==> config.mk <==
export PLATFORM = sky130hd
export DESIGN_NAME = pipe_stage_reg
export DESIGN_NICKNAME = d
export VERILOG_FILES = /design/src/rtl/pipe_stage_reg.sv
export SDC_FILE = /design/constraint.sdc
export NUM_CORES = 1
export LEC_CHECK = 0
export CAP_MARGIN = 10
export CORE_AREA = 2 2 171 173
export CTS_BUF_LIST = sky130_fd_sc_hd__clkbuf_2 sky130_fd_sc_hd__clkbuf_4 sky130_fd_sc_hd__clkbuf_8
export DETAILED_ROUTE_END_ITERATION = 8
export DIE_AREA = 0 0 173 175
export GPL_TIMING_DRIVEN = 0
export MAX_ROUTING_LAYER = met4
export PLACE_DENSITY = 0.72
export SETUP_SLACK_MARGIN = 0.5
export SKIP_LAST_GASP = 1
export SYNTH_ARGS = -nofsm -noshare
export SYNTH_HDL_FRONTEND = slang
export SYNTH_SLANG_ARGS = --single-unit
==> constraint.sdc <==
create_clock -name clk -period 3.77 [get_ports clk]
set_input_delay 0.377 -clock clk [delete_from_list [all_inputs] [get_ports clk]]
set_output_delay 0.377 -clock clk [all_outputs]
set_load 0.01 [all_outputs]
==> src/rtl/pipe_stage_reg.sv <==
// Valid/ready pipeline register: two-entry skid buffer (SKID=1) or
// single-entry stage (SKID=0), with synchronous flush and active-low reset.
module pipe_stage_reg #(
   parameter int DATA_W = 32,
   parameter int N_DATA = 4,
   parameter int CTRL_W = 16,
   parameter int SKID   = 1
) (
   input  logic                     clk,
   input  logic                     rst,
   input  logic                     flush,
   input  logic                     in_valid,
   output logic                     in_ready,
   input  logic [N_DATA*DATA_W-1:0] in_data,
   input  logic [CTRL_W-1:0]        in_ctrl,
   output logic                     out_valid,
   input  logic                     out_ready,
   output logic [N_DATA*DATA_W-1:0] out_data,
   output logic [CTRL_W-1:0]        out_ctrl,
   output logic [1:0]               occupancy
);

   localparam int PW = N_DATA * DATA_W;

   typedef enum logic [1:0] {
      EMPTY = 2'd0,
      ONE   = 2'd1,
      FULL  = 2'd2
   } state_t;

   state_t            state;
   state_t            state_nx;
   logic [PW-1:0]     head_data;
   logic [PW-1:0]     skid_data;
   logic [CTRL_W-1:0] head_ctrl;
   logic [CTRL_W-1:0] skid_ctrl;
   logic              rdy_q;
   logic              in_fire;
   logic              out_fire;
   logic              load_head;
   logic              load_skid;
   logic              pop_skid;

   assign out_valid = (state != EMPTY);
   assign occupancy = state;
   assign out_data  = head_data;
   assign out_ctrl  = out_valid ? head_ctrl : '0;
   assign in_fire   = in_valid & in_ready;
   assign out_fire  = out_valid & out_ready;

   // rdy_q is low through reset and the edge that ends it in both modes
   always_comb begin
      if (SKID != 0) begin
         in_ready = rst & rdy_q;
      end else begin
         in_ready = rst & rdy_q & (~out_valid | out_ready);
      end
   end

   always_comb begin
      state_nx  = state;
      load_head = 1'b0;
      load_skid = 1'b0;
      pop_skid  = 1'b0;
      unique case (state)
         EMPTY: begin
            if (in_fire) begin
               state_nx  = ONE;
               load_head = 1'b1;
            end
         end
         ONE: begin
            if (in_fire && out_fire) begin
               load_head = 1'b1;
            end else if (in_fire) begin
               state_nx  = FULL;
               load_skid = 1'b1;
            end else if (out_fire) begin
               state_nx  = EMPTY;
            end
         end
         FULL: begin
            if (out_fire) begin
               state_nx = ONE;
               pop_skid = 1'b1;
            end
         end
         default: state_nx = EMPTY;
      endcase
   end

   always_ff @(posedge clk) begin
      if (!rst) begin
         state     <= EMPTY;
         rdy_q     <= 1'b0;
         head_data <= '0;
         skid_data <= '0;
         head_ctrl <= '0;
         skid_ctrl <= '0;
      end else if (flush) begin
         // data is kept so out_data holds its last head value
         state     <= EMPTY;
         rdy_q     <= 1'b1;
         head_ctrl <= '0;
         skid_ctrl <= '0;
      end else begin
         state <= state_nx;
         rdy_q <= (state_nx != FULL);
         if (load_head) begin
            head_data <= in_data;
            head_ctrl <= in_ctrl;
         end else if (pop_skid) begin
            head_data <= skid_data;
            head_ctrl <= skid_ctrl;
         end
         if (load_skid) begin
            skid_data <= in_data;
            skid_ctrl <= in_ctrl;
         end
      end
   end

endmodule

# Word level (Yosys, flattened, before mapping)
# Cells that the tools add are included.
[classes]
n_mux = 19
eq_ne = 3
n_reduce_logical = 7
n_bitwise = 5
[ops]
columns = ["cell", "n"]
rows = [
  ["2-to-1 mux 128 bit", 2],
  ["2-to-1 mux 16 bit", 3],
  ["2-to-1 mux 2 bit", 5],
  ["2-to-1 mux 1 bit", 7],
  ["case mux 2 bit (3 select lines)", 1],
  ["AND reduction 2 bit", 2],
  ["nonzero test 2 bit", 2],
  ["AND 1 bit", 3],
  ["== test 2 x 1 -> 1 bit, second input constant", 1],
  ["== test 2 bit, second input constant", 1],
  ["zero test 2 bit", 1],
  ["inequality test 2 bit, second input constant", 1],
  ["inverter 1 bit", 2],
  ["case mux 1 bit (2 select lines)", 1],
  ["OR reduction 2 bit", 1],
  ["logical AND 1 bit", 1],
]
[word_totals]
out_inout_bits = 148
in_bits = 149
ff_bits = 291
wordCells = 40

# Longest topological paths before layout
# Gate-level depths: netlist (run 1).
[depth]
ltp_word = 8
mapped_depth = 8

# Worst setup path after synthesis (run 1)
# OpenSTA, ideal clock, no wires.
[synth_timing]
path_type = "reg-to-reg"
from = "register state[1], in the netlist occupancy[1]"
to = "register skid_data[101]"
stages_incl_launch_ff = 9
setup_ns = 0.072
arrival_ns = 1.666
setup_slack_ns = 2.032
synth_period_minus_slack_ns = 1.738
required_time_ns = 3.698
path_cell_list = "dfxtp_1 buf_2 nand4b_4 buf_6 nor3_2 buf_2 buf_6 buf_4 mux2i_1"
[synth_between]
elab_chain_cells = 6
elab_cells_between_ends = 7
cone_classes = "eq/ne: 1; mux: 2; bitwise: 1; reduce/logical: 3"
[synth_lines]
columns = ["element", "line_no", "source"]
rows = [
  ["start, declared", "31", "state_t state;"],
  ["start signal, assigned", "107", "state <= state_nx;"],
  ["nonzero test 2 bit", "44", "assign out_valid = (state != EMPTY);"],
  ["AND 1 bit", "49", "assign out_fire = out_valid & out_ready;"],
  ["logical AND 1 bit", "73", "if (in_fire && out_fire) begin"],
  ["2-to-1 mux 1 bit", "73", ""],
  ["2-to-1 mux 1 bit *", "65", "unique case (state)"],
  ["AND reduction 2 bit (no source line) *", "n/a", ""],
  ["end signal, assigned", "117", "skid_data <= in_data;"],
  ["end, declared", "34", "logic [PW-1:0] skid_data;"],
]
# Every way passes the cells marked *; elsewhere a longest branch is shown, timed or not.
# A chain may end at the register's enable or synchronous reset.

# Final worst setup path (run 1)
[layout_timing]
from = "register state[1], in the netlist occupancy[1]"
to = "output port out_ctrl[13]"
[layout_between]
elab_chain_cells = 2
[layout_lines]
columns = ["element", "line_no", "source"]
rows = [
  ["nonzero test 2 bit", "44", ""],
  ["2-to-1 mux 16 bit", "47", "assign out_ctrl = out_valid ? head_ctrl : '0;"],
  ["end, declared", "19", "output logic [CTRL_W-1:0] out_ctrl,"],
]
# No other way between the ends.

==> run metrics, run 1 <==
Final Setup Violations 0; H-Tree Depth 2; crit-path leading delay family buffers and inverters; Detail Placement HPWL 30,800 um; drc violations 0; Crit. Startpoint occupancy[1]$_SDFF_PP0_; Synth Register Bits 291; Final Hold Viols 0; Clock Path Buffers 3; Routed Wire Length 43,600 um; setup_tns 0 ns; die footprint 30,300 um2; Worst Path Max Fanout 10; Die Wd 173 um; Root Buffer clkbuf_8; IO Pins 297; register area share after synthesis 0.462; required time worst endpoint 3.39 ns; clk_lat worst skew 0.57 ns; initial antenna violation count 1; Post-Syn Nets 1,665; Rows 62; Initial Util 0.444; GR Overflow Total 0; Filler cells 2,621; CP startpoint kind register; Worst Skew 0.0196 ns; layout cells sized above 1 0.102; synth top area cells dfxtp_1, o21ai_0, a211oi_2; largest net degree at the start of global routing 13; yosys warns 0; status finished, final reports clean; prevailing post-synth register cell dfxtp_1; antenna-violating nets left 0; DRT Pass-1 Iters 7; cell area after synthesis 12,600 um2; I/O Buffers 294; Syn Inst Count 1,516; arrival time at the worst endpoint 2.51 ns; RSZ-0062 raised after global routing no; final worst slack 0.882 ns; max_cap viols 0; Pwr Density 406 nW/um2; Rel. slew slack 0.410; Via Count 12,808; Leak Pwr 0.00544 uW; Slew Viols, Final 0; crit path time final 2.89 ns; CTS resizes 0; worst path cell trace buf_2 -> nor2_1 -> clkbuf_1 -> nor2b_1 -> clkdlybuf4s50_1; most frequent cells in the layout clkdlybuf4s50_1, dfxtp_1, o21ai_0; Place WS 0.751 ns; routed len/inst 19.1 um; GPL Wtd Cong 0.918; vias in the first global route 12,751; total track usage 0.287; asr flop ratio synth 0; CTS Hold Bufs 0; DR iter-0 viols 994; most common cell after layout, fill and taps aside clkdlybuf4s50_1; chip height 175 um; Worst Hold Class in -> reg; top cell type's share of synthesized area 0.462; Final Util 0.603; Bufs and invs on worst path 3; Hold Crit Start in_data[44]; Critical Path Max Stage Delay 0.50 ns; CTS Buf Count 49; CTS tree yes; critical path type reg -> out; Worst-Margin Slew 0.885 ns; Post-synth EDFFs 0; clock slew at reported path FFs 0.06 ns; Reg-to-Reg Start occupancy[0]$_SDFF_PP0_; nets@finish 2,010; crit end category output port; slowest stage cell, crit path clkdlybuf4s50_1; leading area contributor after synthesis dfxtp_1; DR vias/cell 5.61; area grow syn2layout 35.9%; number of post-CTS setup repair buffers 0; Avg Synthesized Cell Area 8.31 um2; final critical-path share of the clock period 0.766; count of cell types in the netlist 33; Fmax 0.346 GHz; Core Region 28,400 um2; # clock sinks 291; first-pass GRT wire length 68,300 um; worst vdd ir 0.295 mV; FF-to-FF setup slack 1.16 ns
## cells in the mapped netlist, drive strengths merged (2+ instances only)
cell type and instances:
nand3 113, nand2b 2, mux2i 34, buf 43, nor4 128, o21ai 240, nand2 194, a211oi 128
dfxtp 291, nor2 129, a311oi 16, a21oi 16, nor3 18, nor2b 17, clkbuf 134
## flip-flops by register name, indices dropped and copies added, names as in the netlist
register / cells
head_ctrl: 16
skid_data: 128
occupancy: 2
rdy_q: 1
out_data: 128
skid_ctrl: 16
## power breakdown
part / internal [uW] / switching (uW) / leakage (uW)
Clock: 1780 / 1330 / 0.000583
Sequential: 3130 / 32.3 / 0.00235
Combinational: 322 / 356 / 0.00251
Total: 5230 / 1720 / 0.00544
## per-stage QoR
stage | hold WS, ns | cell area [um2] | total power (uW) | instances
after global placement | 0.439 | 16000 | 3890 | 2194
final | 0.388 | 17100 | 6950 | 2284
after detailed placement | 0.446 | 16000 | 3900 | 2194
after CTS | 0.382 | 17100 | 6980 | 2283
after floorplan | 0.432 | 12600 | 3510 | 1516
after global routing | 0.382 | 17100 | 7180 | 2284
## routing by layer
metal  vias up  wire, um  GRT usage
met5         -         0          -
met1      6045     18700      0.353
met4         0       974     0.0787
li1       6150         -          -
met2       542     20300      0.472
met3        71      3670     0.0703
## worst reg2reg max path, delay by kind of cell (launching register included)
kind,cells,cell delay (ns)
flops,1,0.32
buf+inv,3,1.27
compound gates,1,0.10
simple gates,2,0.84
## final cells by class
class                   count  area [um2]  area share
diodes                      1        2.50    0.000146
plain buffers             177         810      0.0473
clock buffers              74         968      0.0565
clock inverters            15         130     0.00760
inverters                   1        3.75    0.000219
multi-input cells        1047        5960       0.348
flip-flops and latches    291        5830       0.340
well taps                 384         480      0.0281
repair buffers            294        2940       0.172
## final timing paths
check | endpoint | cells past startpoint
max | out_ctrl[13] | 5
min reg2reg | skid_data[58]$_SDFFE_PN0P_ | 2
min | skid_data[44]$_SDFFE_PN0P_ | 3
max reg2reg | skid_data[97]$_SDFFE_PN0P_ | 6
## logic make-up (layout without fill, tap and decap cells)
logic type,count (synthesis),in the layout,share of synthesized area
simple gates,610,610,0.230
compound gates,403,403,0.216
flops,291,291,0.462
mux,34,34,0.0270
other cells,0,1,0
buf+inv,178,561,0.0645
Note: power is estimated with default switching activity, not from simulation.
==> inputs of run 2 (changes only) <==
--- a/config.mk
+++ b/config.mk
@@ -12,7 +12,7 @@
 export DIE_AREA = 0 0 173 175
 export GPL_TIMING_DRIVEN = 0
 export MAX_ROUTING_LAYER = met4
-export PLACE_DENSITY = 0.72
+export PLACE_DENSITY = 0.75
 export SETUP_SLACK_MARGIN = 0.5
 export SKIP_LAST_GASP = 1
 export SYNTH_ARGS = -nofsm -noshare
==> constraint.sdc (replaced) <==
create_clock -name clk -period 2.41 [get_ports clk]
set_input_delay 0.241 -clock clk [delete_from_list [all_inputs] [get_ports clk]]
set_output_delay 0.241 -clock clk [all_outputs]
set_load 0.01 [all_outputs]
==> run 2 against run 1 <==
- clock skew increased by 0.0021 ns
- combinational power increased by 62%
- non-clock buffer count rose by 17
- sequential share of layout area shrank 0.70 points
- global-route usage shrank 0.11 points
- count of clock-buffer cells in the layout increased by 8
- largest cell class unchanged
- highest routed layer unchanged
==> run metrics, run 2 (synthesized netlist as in run 1, its figures left out) <==
I/O Buffers 294 (unchanged); Routed Wire Length 44,200 um (+1.4%); CTS tree yes; DR vias/cell 5.68 (+1.3%); Placed Area 16,000 um2 (unchanged); H-Tree Depth 2 (unchanged); initial antenna violation count 4 (+3); cell mode on critical path buf_6; post-layout power 10,700 uW (+54%); GRT met3 Usage 0.0655 (-0.00479); Worst Hold Class in -> reg; Final Hold Viols 0 (unchanged); worst path cell trace buf_6 -> nor2_4 -> buf_8 -> buf_6 -> nor2b_1 -> clkdlybuf4s15_1; Fmax 0.513 GHz; CTS Buf Count 49 (unchanged); # clock sinks 291 (unchanged); Via Count 13,065 (+2.0%); vias in the first global route 12,696 (-0.43%); most frequent cells in the layout dfxtp_1, clkdlybuf4s50_1, o21ai_0; Detail Placement HPWL 31,200 um (+1.2%); routed len/inst 19.2 um (+0.61%); R2R depth 7 (+1); WHS Path Cells 3 (unchanged); first-pass GRT wire length 68,300 um (about the same); crit path time final 1.95 ns; drc violations 0 (unchanged); CP startpoint kind register; Worst Skew 0.0217 ns (+0.00209 ns); most common cell after layout, fill and taps aside dfxtp_1; die footprint 30,300 um2 (unchanged); DRT Pass-1 Iters 5 (-2); DR iter-0 viols 1,027 (+3.3%); Root Buffer clkbuf_8; Placed Cells incl. Taps 2,194 (unchanged); RSZ-0062 raised after global routing yes; crit end category output port; Pwr Density 612 nW/um2 (+51%); antenna-violating nets left 0 (unchanged); total track usage 0.286 (-0.00109); met1 GRT Util 0.355 (+0.00162); design area 17,500 um2 (+2.1%); status finished, final reports clean; required time worst endpoint 2.17 ns (-1.22 ns); Rel. slew slack 0.421 (+0.0111); chip height 175 um (unchanged); GR Overflow Total 0 (unchanged); crit-path leading delay family buffers and inverters; Bufs and invs on worst path 4 (+1); Leak Pwr 0.00582 uW (+6.9%); critical path type reg -> out; CTS Hold Bufs 0 (unchanged); Die Wd 173 um (unchanged); Worst Path Max Fanout 5 (-5); Rows 62 (unchanged); clk_lat worst skew 0.57 ns (about the same); GPL Wtd Cong 0.918 (about the same); largest net degree at the start of global routing 13 (unchanged); layout cells sized above 1 0.165 (+0.0631); Initial Util 0.444 (unchanged); worst vdd ir 0.382 mV (+30%); GRT busiest layer met2; clock slew at reported path FFs 0.06 ns (about the same); Core Region 28,400 um2 (unchanged); final std cells w/o fill 2,301 (+0.74%); IO Pins 297 (unchanged); nets@finish 2,027 (+0.85%); met2 Usage GRT 0.470 (-0.00200); Clock Path Buffers 3 (unchanged); final critical-path share of the clock period 0.808; slowest stage cell, crit path dfxtp_2; Slew Viols, Final 0 (unchanged); Worst-Margin Slew 0.868 ns (-0.0167 ns); Final Setup Violations 0 (unchanged); area grow syn2layout 38.8%; max_cap viols 0 (unchanged); arrival time at the worst endpoint 1.71 ns (-0.80 ns); setup_tns 0 ns (unchanged); Critical Path Max Stage Delay 0.33 ns (-0.17 ns); Worst path depth 6 (+1)
## run 2: path summary, 6_finish.rpt
| path | start | slack [ns] | endpoint |
|---|---|---|---|
| min | in_data[40] | 0.28 | skid_data[40]$_SDFFE_PN0P_ |
| min reg2reg | skid_data[5]$_SDFFE_PN0P_ | 0.45 | skid_data[5]$_SDFFE_PN0P_ |
| max reg2reg | occupancy[1]$_SDFF_PP0_ | 0.52 | out_data[56]$_SDFFE_PN0P_ |
| max | occupancy[1]$_SDFF_PP0_ | 0.46 | out_ctrl[10] |
## run 2: per-layer routing
layer  up-vias  wire length [um]
met5         -                 0
met2       566             21100
li1       6191                 -
met1      6234             18400
met4         0               955
met3        74              3740
## run 2: timing repair
action,in CTS,in global routing
pin swaps,1,2
gates resized for setup,121,97
cloned,1,1
buffers inserted,9,6
endpoints found under the setup margin,292,210
## run 2: metrics by stage
stage | worst slack, ns | hold WS, ns | utilization
final | 0.462 | 0.276 | 0.616
after CTS | 0.348 | 0.244 | 0.608
after floorplan | 0.672 | 0.371 | -
after detailed placement | -0.490 | 0.446 | 0.564
after global routing | 0.391 | 0.279 | 0.616
after global placement | -0.482 | 0.439 | 0.564
## run 2: final cells by class
| class | instances | area, um2 |
|---|---|---|
| fillers | 2508 | 10900 |
| diodes | 5 | 12.5 |
| inverters | 1 | 3.75 |
| clock buffers | 82 | 1020 |
| well taps | 384 | 480 |
| plain buffers | 177 | 973 |
| multi-input cells | 1047 | 6130 |
| repair buffers | 311 | 3030 |
| clock inverters | 3 | 17.5 |
| flip-flops and latches | 291 | 5830 |
## run 2: power breakdown
part | internal (uW) | switching, uW | total (uW) | leakage [uW]
clock | 2630 | 2020 | 4650 | 0.000551
sequential | 4900 | 52.1 | 4950 | 0.00235
combinational | 522 | 573 | 1100 | 0.00291
## run 2: tightest hold or removal path: stages
cell and delay, ns:
clkdlybuf4s50_1 0.42, nand2_1 0.06, mux2i_1 0.06
